[config.mk]
export PLATFORM = sky130hd
export DESIGN_NAME = rob_buffer
export DESIGN_NICKNAME = d
export VERILOG_FILES = /design/src/rtl/rob_buffer.sv
export SDC_FILE = /design/constraint.sdc
export NUM_CORES = 2
export LEC_CHECK = 0
export ABC_AREA = 0
export CAP_MARGIN = 0
export CORE_UTILIZATION = 25
export DETAILED_ROUTE_END_ITERATION = 7
export GPL_ROUTABILITY_DRIVEN = 0
export PLACE_DENSITY = 0.48
export SYNTH_ARGS = -nofsm -noshare
export SYNTH_HDL_FRONTEND = slang
export SYNTH_SLANG_ARGS = --single-unit
[constraint.sdc]
create_clock -name clk -period 6.9 [get_ports clk]
set_input_delay 1.38 -clock clk [delete_from_list [all_inputs] [get_ports clk]]
set_output_delay 1.38 -clock clk [all_outputs]
set_load 0.03 [all_outputs]
[src/rtl/rob_buffer.sv]
// Reorder buffer: in-order allocate, out-of-order completion over NUM_CPL
// writeback channels, in-order commit, and a full squash on flush.

module rob_entry #(
  parameter int PREG_W  = 6,
  parameter int PC_W    = 32,
  parameter int NUM_CPL = 2,
  parameter int TAG_W   = 6,
  parameter int IDX     = 0
) (
  input  logic                     clk,
  input  logic                     rst,
  input  logic                     flush,
  input  logic                     alloc_we,
  input  logic                     commit_clr,
  input  logic [NUM_CPL-1:0]       cpl_valid,
  input  logic [NUM_CPL*TAG_W-1:0] cpl_tag,
  input  logic [PREG_W-1:0]        alloc_destreg,
  input  logic [PREG_W-1:0]        alloc_old_destreg,
  input  logic [PC_W-1:0]          alloc_pc,
  output logic                     used,
  output logic                     completed,
  output logic [PREG_W-1:0]        destreg,
  output logic [PREG_W-1:0]        old_destreg,
  output logic [PC_W-1:0]          pc
);

  logic cpl_hit;

  // Any channel naming this slot; duplicates collapse to a single hit.
  always_comb begin
    cpl_hit = 1'b0;
    for (int i = 0; i < NUM_CPL; i++)
      if (cpl_valid[i] && cpl_tag[i*TAG_W +: TAG_W] == TAG_W'(IDX))
        cpl_hit = 1'b1;
  end

  // Completions to a slot that is not in use are stale and dropped.
  always_ff @(posedge clk or posedge rst) begin
    if (rst) begin
      used      <= 1'b0;
      completed <= 1'b0;
    end else if (flush) begin
      used      <= 1'b0;
      completed <= 1'b0;
    end else if (alloc_we) begin
      used      <= 1'b1;
      completed <= 1'b0;
    end else if (commit_clr) begin
      used      <= 1'b0;
      completed <= 1'b0;
    end else if (cpl_hit && used) begin
      completed <= 1'b1;
    end
  end

  // Payload is qualified by used, so it carries no reset.
  always_ff @(posedge clk) begin
    if (alloc_we && !flush) begin
      destreg     <= alloc_destreg;
      old_destreg <= alloc_old_destreg;
      pc          <= alloc_pc;
    end
  end

endmodule

module rob_buffer #(
  parameter int DEPTH   = 64,
  parameter int PREG_W  = 6,
  parameter int PC_W    = 32,
  parameter int NUM_CPL = 2,
  localparam int TAG_W  = $clog2(DEPTH),
  localparam int CNT_W  = $clog2(DEPTH + 1)
) (
  input  logic                     clk,
  input  logic                     rst,
  input  logic                     flush,
  input  logic                     alloc_valid,
  output logic                     alloc_ready,
  input  logic [PREG_W-1:0]        alloc_destreg,
  input  logic [PREG_W-1:0]        alloc_old_destreg,
  input  logic [PC_W-1:0]          alloc_pc,
  output logic [TAG_W-1:0]         alloc_tag,
  input  logic [NUM_CPL-1:0]       cpl_valid,
  input  logic [NUM_CPL*TAG_W-1:0] cpl_tag,
  output logic                     commit_valid,
  input  logic                     commit_ready,
  output logic [PREG_W-1:0]        commit_destreg,
  output logic [PREG_W-1:0]        commit_old_destreg,
  output logic [PC_W-1:0]          commit_pc,
  output logic [CNT_W-1:0]         count,
  output logic                     full,
  output logic                     empty
);

  localparam logic [CNT_W-1:0] FULL_CNT = CNT_W'(DEPTH);

  logic [TAG_W-1:0]               head, tail;
  logic [DEPTH-1:0]               used, completed;
  logic [DEPTH-1:0][PREG_W-1:0]   destreg, old_destreg;
  logic [DEPTH-1:0][PC_W-1:0]     pc;
  logic                           alloc_fire, commit_fire;

  assign full        = (count == FULL_CNT);
  assign empty       = (count == '0);
  assign alloc_ready = !full;
  assign alloc_tag   = tail;
  assign alloc_fire  = alloc_valid && alloc_ready;

  assign commit_valid       = used[head] && completed[head];
  assign commit_fire        = commit_valid && commit_ready;
  assign commit_destreg     = commit_valid ? destreg[head]     : '0;
  assign commit_old_destreg = commit_valid ? old_destreg[head] : '0;
  assign commit_pc          = commit_valid ? pc[head]          : '0;

  for (genvar g = 0; g < DEPTH; g++) begin : g_ent
    rob_entry #(
      .PREG_W (PREG_W),
      .PC_W   (PC_W),
      .NUM_CPL(NUM_CPL),
      .TAG_W  (TAG_W),
      .IDX    (g)
    ) u_ent (
      .clk              (clk),
      .rst              (rst),
      .flush            (flush),
      .alloc_we         (alloc_fire && tail == TAG_W'(g)),
      .commit_clr       (commit_fire && head == TAG_W'(g)),
      .cpl_valid        (cpl_valid),
      .cpl_tag          (cpl_tag),
      .alloc_destreg    (alloc_destreg),
      .alloc_old_destreg(alloc_old_destreg),
      .alloc_pc         (alloc_pc),
      .used             (used[g]),
      .completed        (completed[g]),
      .destreg          (destreg[g]),
      .old_destreg      (old_destreg[g]),
      .pc               (pc[g])
    );
  end

  // Pointers wrap at DEPTH because DEPTH is a power of two.
  always_ff @(posedge clk or posedge rst) begin
    if (rst) begin
      head  <= '0;
      tail  <= '0;
      count <= '0;
    end else if (flush) begin
      head  <= '0;
      tail  <= '0;
      count <= '0;
    end else begin
      if (alloc_fire)  tail <= tail + 1'b1;
      if (commit_fire) head <= head + 1'b1;
      case ({alloc_fire, commit_fire})
        2'b10:   count <= count + 1'b1;
        2'b01:   count <= count - 1'b1;
        default: count <= count;
      endcase
    end
  end

endmodule

Word level (Yosys, flattened, before mapping)

Cells that the tools add are included.

Multipliers: 0
Shifts and indexed selects: 0
$add $sub $neg: 4
Mux-type cells: 595
Reduce and logical (&&, ||, !) cells: 525
Bitwise operators: 0
Equal/unequal tests: 255
$lt $le $gt $ge: 1
Divide/modulo/power cells: 0

Operator list:

| cell                                                                          | count |
|---|---|
| 6-bit equality test (second input constant)                                   | 128 |
| 1-bit two-way mux                                                             | 578 |
| 1-bit logical AND                                                             | 387 |
| 6-bit by 5-bit equality test with 1-bit output (second input constant)        | 64 |
| 4-bit nonzero test                                                            | 64 |
| 3-bit nonzero test                                                            | 65 |
| 32-bit binary-select mux with 6-bit select                                    | 1 |
| 6-bit by 4-bit equality test with 1-bit output (second input constant)        | 32 |
| 6-bit by 3-bit equality test with 1-bit output (second input constant)        | 16 |
| 6-bit binary-select mux with 6-bit select                                     | 2 |
| 32-bit two-way mux                                                            | 2 |
| 6-bit by 2-bit equality test with 1-bit output (second input constant)        | 8 |
| 6-bit two-way mux                                                             | 8 |
| 6-bit by 1-bit equality test with 1-bit output (second input constant)        | 4 |
| 6-bit logical NOT                                                             | 4 |
| 7-bit case mux with 2 select lines                                            | 1 |
| 6-bit by 1-bit adder with 6-bit output (second input constant)                | 2 |
| 1-bit binary-select mux with 6-bit select                                     | 2 |
| 7-bit by 1-bit adder with 7-bit output (second input constant)                | 1 |
| 7-bit equality test (second input constant)                                   | 1 |
| 7-bit logical NOT                                                             | 1 |
| 6-bit by 7-bit less-than comparator with 1-bit output (second input constant) | 1 |
| 7-bit two-way mux                                                             | 1 |
| 7-bit by 1-bit subtractor with 7-bit output (second input constant)           | 1 |
| 4 further kinds                                                               | 6 |

RAM bits: 0
Memory bits (read-only): 0
Memories kept: 0
Bits in registers: 2,963
Input port bits: 63
Logic and storage cells: 1,703
Output and inout port bits: 61
Bits in latches: 0

Logic depth before layout (Yosys ltp)

Depth after elaboration: 9
Mapped depth: 18
Mapped depth without buffers: 14

Hierarchy

From an unflattened synthesis, not the netlist that was laid out.

Cells, all modules: 5,358
Area total of the unflattened synthesis: 118,202.1 um^2

By module, submodules not included:

| module                           | area an instance (um^2) | cells each | times used |
|---|---|---|---|
| rob_buffer                       | 25,101.6                | 1,637      | 1 |
| rob_entry at g_ent[23].u_ent ... | 1,458.9                 | 58         | 9 |
| rob_entry at g_ent[21].u_ent ... | 1,467.7                 | 57         | 8 |
| rob_entry at g_ent[17].u_ent ... | 1,452.6                 | 58         | 8 |
| rob_entry at g_ent[11].u_ent ... | 1,455.1                 | 59         | 6 |
| rob_entry at g_ent[10].u_ent ... | 1,457.6                 | 58         | 4 |
| rob_entry at g_ent[1].u_ent ...  | 1,453.9                 | 58         | 4 |
| rob_entry at g_ent[28].u_ent ... | 1,450.1                 | 59         | 4 |
| rob_entry at g_ent[31].u_ent ... | 1,445.1                 | 58         | 4 |
| rob_entry at g_ent[19].u_ent ... | 1,443.9                 | 59         | 4 |
| rob_entry at g_ent[49].u_ent ... | 1,450.1                 | 58         | 3 |
| rob_entry at g_ent[13].u_ent ... | 1,457.6                 | 57         | 2 |
| rob_entry at g_ent[16].u_ent ... | 1,448.9                 | 59         | 2 |
| rob_entry at g_ent[48].u_ent     | 1,456.4                 | 59         | 1 |
| 5 more rows                      | --                      | --         | -- |

Worst setup path after synthesis

OpenSTA, ideal clock, no wires.

Path type: input to register
From: input port flush
To: register g_ent[37].u_ent.destreg[0], enable pin
Slack: 1,132 ps
Stages on the path: 5
Arrival time: 5,268 ps
Library setup time: 500 ps
Path buffers: 2
Cell sequence: inv_1 -> clkbuf_1 -> buf_1 -> nand2_1 -> nor3_1

Longest elaborated chain between the ends: 2

RTL lines:

| what                 | RTL line | source |
|---|---|---|
| from (decl)          | 78       | `input logic flush,` |
| 1-bit logical NOT    | 59       | `if (alloc_we && !flush) begin` |
| 1-bit logical AND    | 59       |  |
| to (signal assigned) | 60       | `destreg <= alloc_destreg;` |
| to (decl)            | 23       | `output logic [PREG_W-1:0] destreg,` |

Every way passes these cells.
A chain may end at the register's enable or synchronous reset.

Worst setup path in the final report

From: register head[1]
To: output port commit_pc[20]

Longest elaborated chain between the ends: 4
Elaborated cells between the ends (all ways): 8
Those cells by class: mux (7); reduce/logical (1)

RTL lines:

| what                                      | RTL line | source |
|---|---|---|
| from (decl)                               | 99       | `logic [TAG_W-1:0] head, tail;` |
| from (signal assigned)                    | 155      | `if (commit_fire) head <= head + 1'b1;` |
| 1-bit binary-select mux with 6-bit select | 111      | `assign commit_valid = used[head] && completed[head];` |
| 1-bit two-way mux (not written as such)   | 111      |  |
| 1-bit logical AND                         | 111      |  |
| 32-bit two-way mux (*)                    | 115      | `assign commit_pc = commit_valid ? pc[head] : '0;` |
| to (decl)                                 | 91       | `output logic [PC_W-1:0] commit_pc,` |

Every way passes the cells marked *; elsewhere a longest branch is shown, timed or not. The select of a mux whose other input is x is not followed.

==> impl_results.md <==
* Clk buf depth at 4
* Worst EP required at 5.52 ns
* Power per cell area at roughly 270 nW/µm²
* Yosys cell types at 57
* Sequential element share of the synthesized area at 76.1%
* Ys async rst share at 4.96%
* Syn nets at between 5000 and 6000
* Width of the die at 683 µm
* P&R area growth vs syn at 16.7%
* Tcrit/Tclk final at a little over nine tenths
* Detail Placement HPWL at 196000 µm
* Min-Delay Path Class: reg -> reg
* Drt first pass iters at 5
* VDD IR max at 0.221 mV
* Largest area contributor in the netlist: edfxtp_1
* Synthesized flop and latch total at 2963
* Initial DRC count at ~6300
* Total gr overflow at 0
* Dpl ws at just under 1 ns
* Total Routing Usage GR at 15.3%
* Worst-path fanout max at approximately 100
* Max Slew Vio Count at 0
* Setup TNS at 0 ns
* Initial Utilization at 25.2%
* Antenna violations before repair at 36
* Number of global-route vias before repair at 59000
* Minimum clock period at around 6.8 ns
* Area post-placement at 126000 µm²
* Die Y at between 600 and 700 µm
* Total power at approximately 36 mW
* Worst-Margin Slew at 1.23 ns
* Total die area at between 400000 and 500000 µm²
* Syn_area_per_cell at 22.6 µm²
* TritonCTS clock tree: done
* Final ANT Viol Nets at 0
* Clock latency on the worst-skew pair at 0.87 ns
* Via density at 4.87
* Slew Limit Headroom at 17.9%
* Fin area at approximately 140000 µm²
* # placed instances at 11300
* Max-Cap Viols at 0
* Placeable Area at 461000 µm²
* Critical path endpoint category: output port
* Fmax at 148 MHz
* Predominant post-synthesis flop cell: edfxtp_1
* Status: finished clean
* Number of synthesized flops with an enable pin at 2816
* Yosys warns at 0
* Post-route insts no fill at between 10000 and 15000
* Num rows at 249
* Largest cells by area after synthesis: edfxtp_1, mux4_2, dfrtp_1, nor2_1, buf_2
* WL per Instance at 30.9 µm
* Synth top area share at 72.9%
* DRC viols at 0
* Setup crit start kind: register
* Root buffer cell: clkbuf_16
* Hold Fails Final Rpt at 0
* Final worst slack at 0.147 ns
* # nets final at 5525
* Final WL at about 370000 µm
* Clock Skews at roughly 0.033 ns
* Filler instances at 44500
* Leakage at 39.9 nW
* Hold WS at 0.513 ns
* WS Path Type: reg -> out
* Routed vias at 57600
* Total CTS buffers at 303
* Largest net degree at the start of global routing at 140
* # port buffers at 123
* Final core utilization at 29.4%
* CTS Sinks at 2963
* Clock transition at path regs at 0.06 ns
* RSZ-0062 raised after global routing: no
* Gate Count Post-Synth at 5134
* Post-Syn Area at 116000 µm²
* Final setup viols at 0
* H-tree level count at 5
* First-pass GRT wire length at 503000 µm
* Layout cells sized above 1 at slightly below 30%
* Io pins at ~120
* WP data arrival at around 5.4 ns
cells in the mapped netlist, drive strengths merged (8+ instances only):
library cell and instances:
o21a 13, nand3 47, mux4 932, edfxtp 2816
nor3b 12, mux2i 46, o21ai 50, inv 23
dfrtp 147, and2 56, nor3 21, nor2b 16
o211a 12, o211ai 8, or3 15, a31oi 10
o32ai 11, ha 10, a22oi 19, a21oi 124
nor4 25, buf 172, nand4 10, a21o 12
clkbuf 121, nand2 88, a211oi 9, nor2 186
o22ai 68
critical path: stages (launching register included):
cell,delay [ns]
dfrtp_4,0.77
buf_12,0.50
buf_4,0.67
mux4_2,0.41
mux4_2,0.52
mux4_2,0.55
and2_1,0.19
clkdlybuf4s50_1,0.59
area by class of cell:
cell class	count	area [µm²]	area share [%]
clock buffers	382	8100	5.98
multi-input cells	1854	26800	19.8
diodes	16	40.0	0.0296
well taps	6149	7690	5.68
clock inverters	141	1200	0.890
flip-flops and latches	2963	88300	65.2
inverters	24	101	0.0748
repair buffers	306	3230	2.39
per-layer routing:
metal  vias up  track usage (%)  routed length [µm]
li1      22500                -                   -
met1     32500             19.7              148000
met2      1990             27.1              188000
met3       521             2.32               20000
met4        14             3.84                9470
met5         -                0                  83
final timing paths:
| path | slack, ns | depth (start not counted) | from | endpoint |
|---|---|---|---|---|
| worst min register to register | 0.51 | 1 | g_ent[4].u_ent.used$_DFFE_PP0P_ | g_ent[4].u_ent.used$_DFFE_PP0P_ |
| min in group asynchronous | 1.12 | 2 | rst | g_ent[23].u_ent.completed$_DFFE_PP0P_ |
| worst min-delay path | 0.51 | 1 | g_ent[4].u_ent.used$_DFFE_PP0P_ | g_ent[4].u_ent.used$_DFFE_PP0P_ |
| worst max register to register | 2.67 | 15 | head[1]$_DFFE_PP0P_ | count[6]$_DFFE_PP0P_ |
| worst max-delay path | 0.15 | 7 | head[1]$_DFFE_PP0P_ | commit_pc[20] |
| max in group asynchronous | 4.46 | 3 | rst | head[2]$_DFFE_PP0P_ |
timing repair:
item / in CTS / in global routing
setup endpoints to repair: 0 / 21
resized for setup: 0 / 2
buffers inserted: 0 / 1
hold buffers: 0 / 0
cells in the final DEF, fill, tap and decap left out, drive strengths merged, types with 11 or more instances in the layout:
master,netlist,final
edfxtp,2816,2816
nand3,47,47
a21oi,124,124
o211a,12,12
nor2b,16,16
clkinv,1,113
o22ai,68,68
nand2,88,88
or3,15,15
nor3,21,21
clkbuf,121,382
bufinv,0,17
and2,56,56
nor4,25,25
a21o,12,12
o32ai,11,11
nor2,186,186
dfrtp,147,147
nor3b,12,12
o21ai,50,50
inv,23,32
mux4,932,932
o21a,13,13
mux2i,46,46
diode,0,16
clkdlybuf4s50,0,63
buf,172,243
a22oi,19,19
flip-flops by register name, summed over array words and instances, names as in the netlist:
signal / flops
alloc_tag: 6
count: 7
g_ent.u_ent.completed: 64
g_ent.u_ent.destreg: 384
g_ent.u_ent.old_destreg: 384
g_ent.u_ent.pc: 2048
g_ent.u_ent.used: 64
head: 6
logic make-up (layout without fill, tap and decap cells):
kind of cell | after synthesis | in the layout | share of synthesized area, %
DFF | 2963 | 2963 | 76.1
muxes | 979 | 979 | 18.5
and+or+nand+nor | 503 | 503 | 2.09
AOI/OAI and AO/OA | 351 | 351 | 1.87
buffers and inverters | 317 | 853 | 1.27
xor gates and xnor gates | 11 | 11 | 0.0949
adders and majority gates | 10 | 10 | 0.108
other | 0 | 16 | 0
report_power, final:
group	switching, mW	internal [mW]	total, mW
combinational	0.439	0.0995	0.538
clock	6.88	8.96	15.8
sequential	0.0139	19.7	19.7
(Power assumes the default switching activity.)
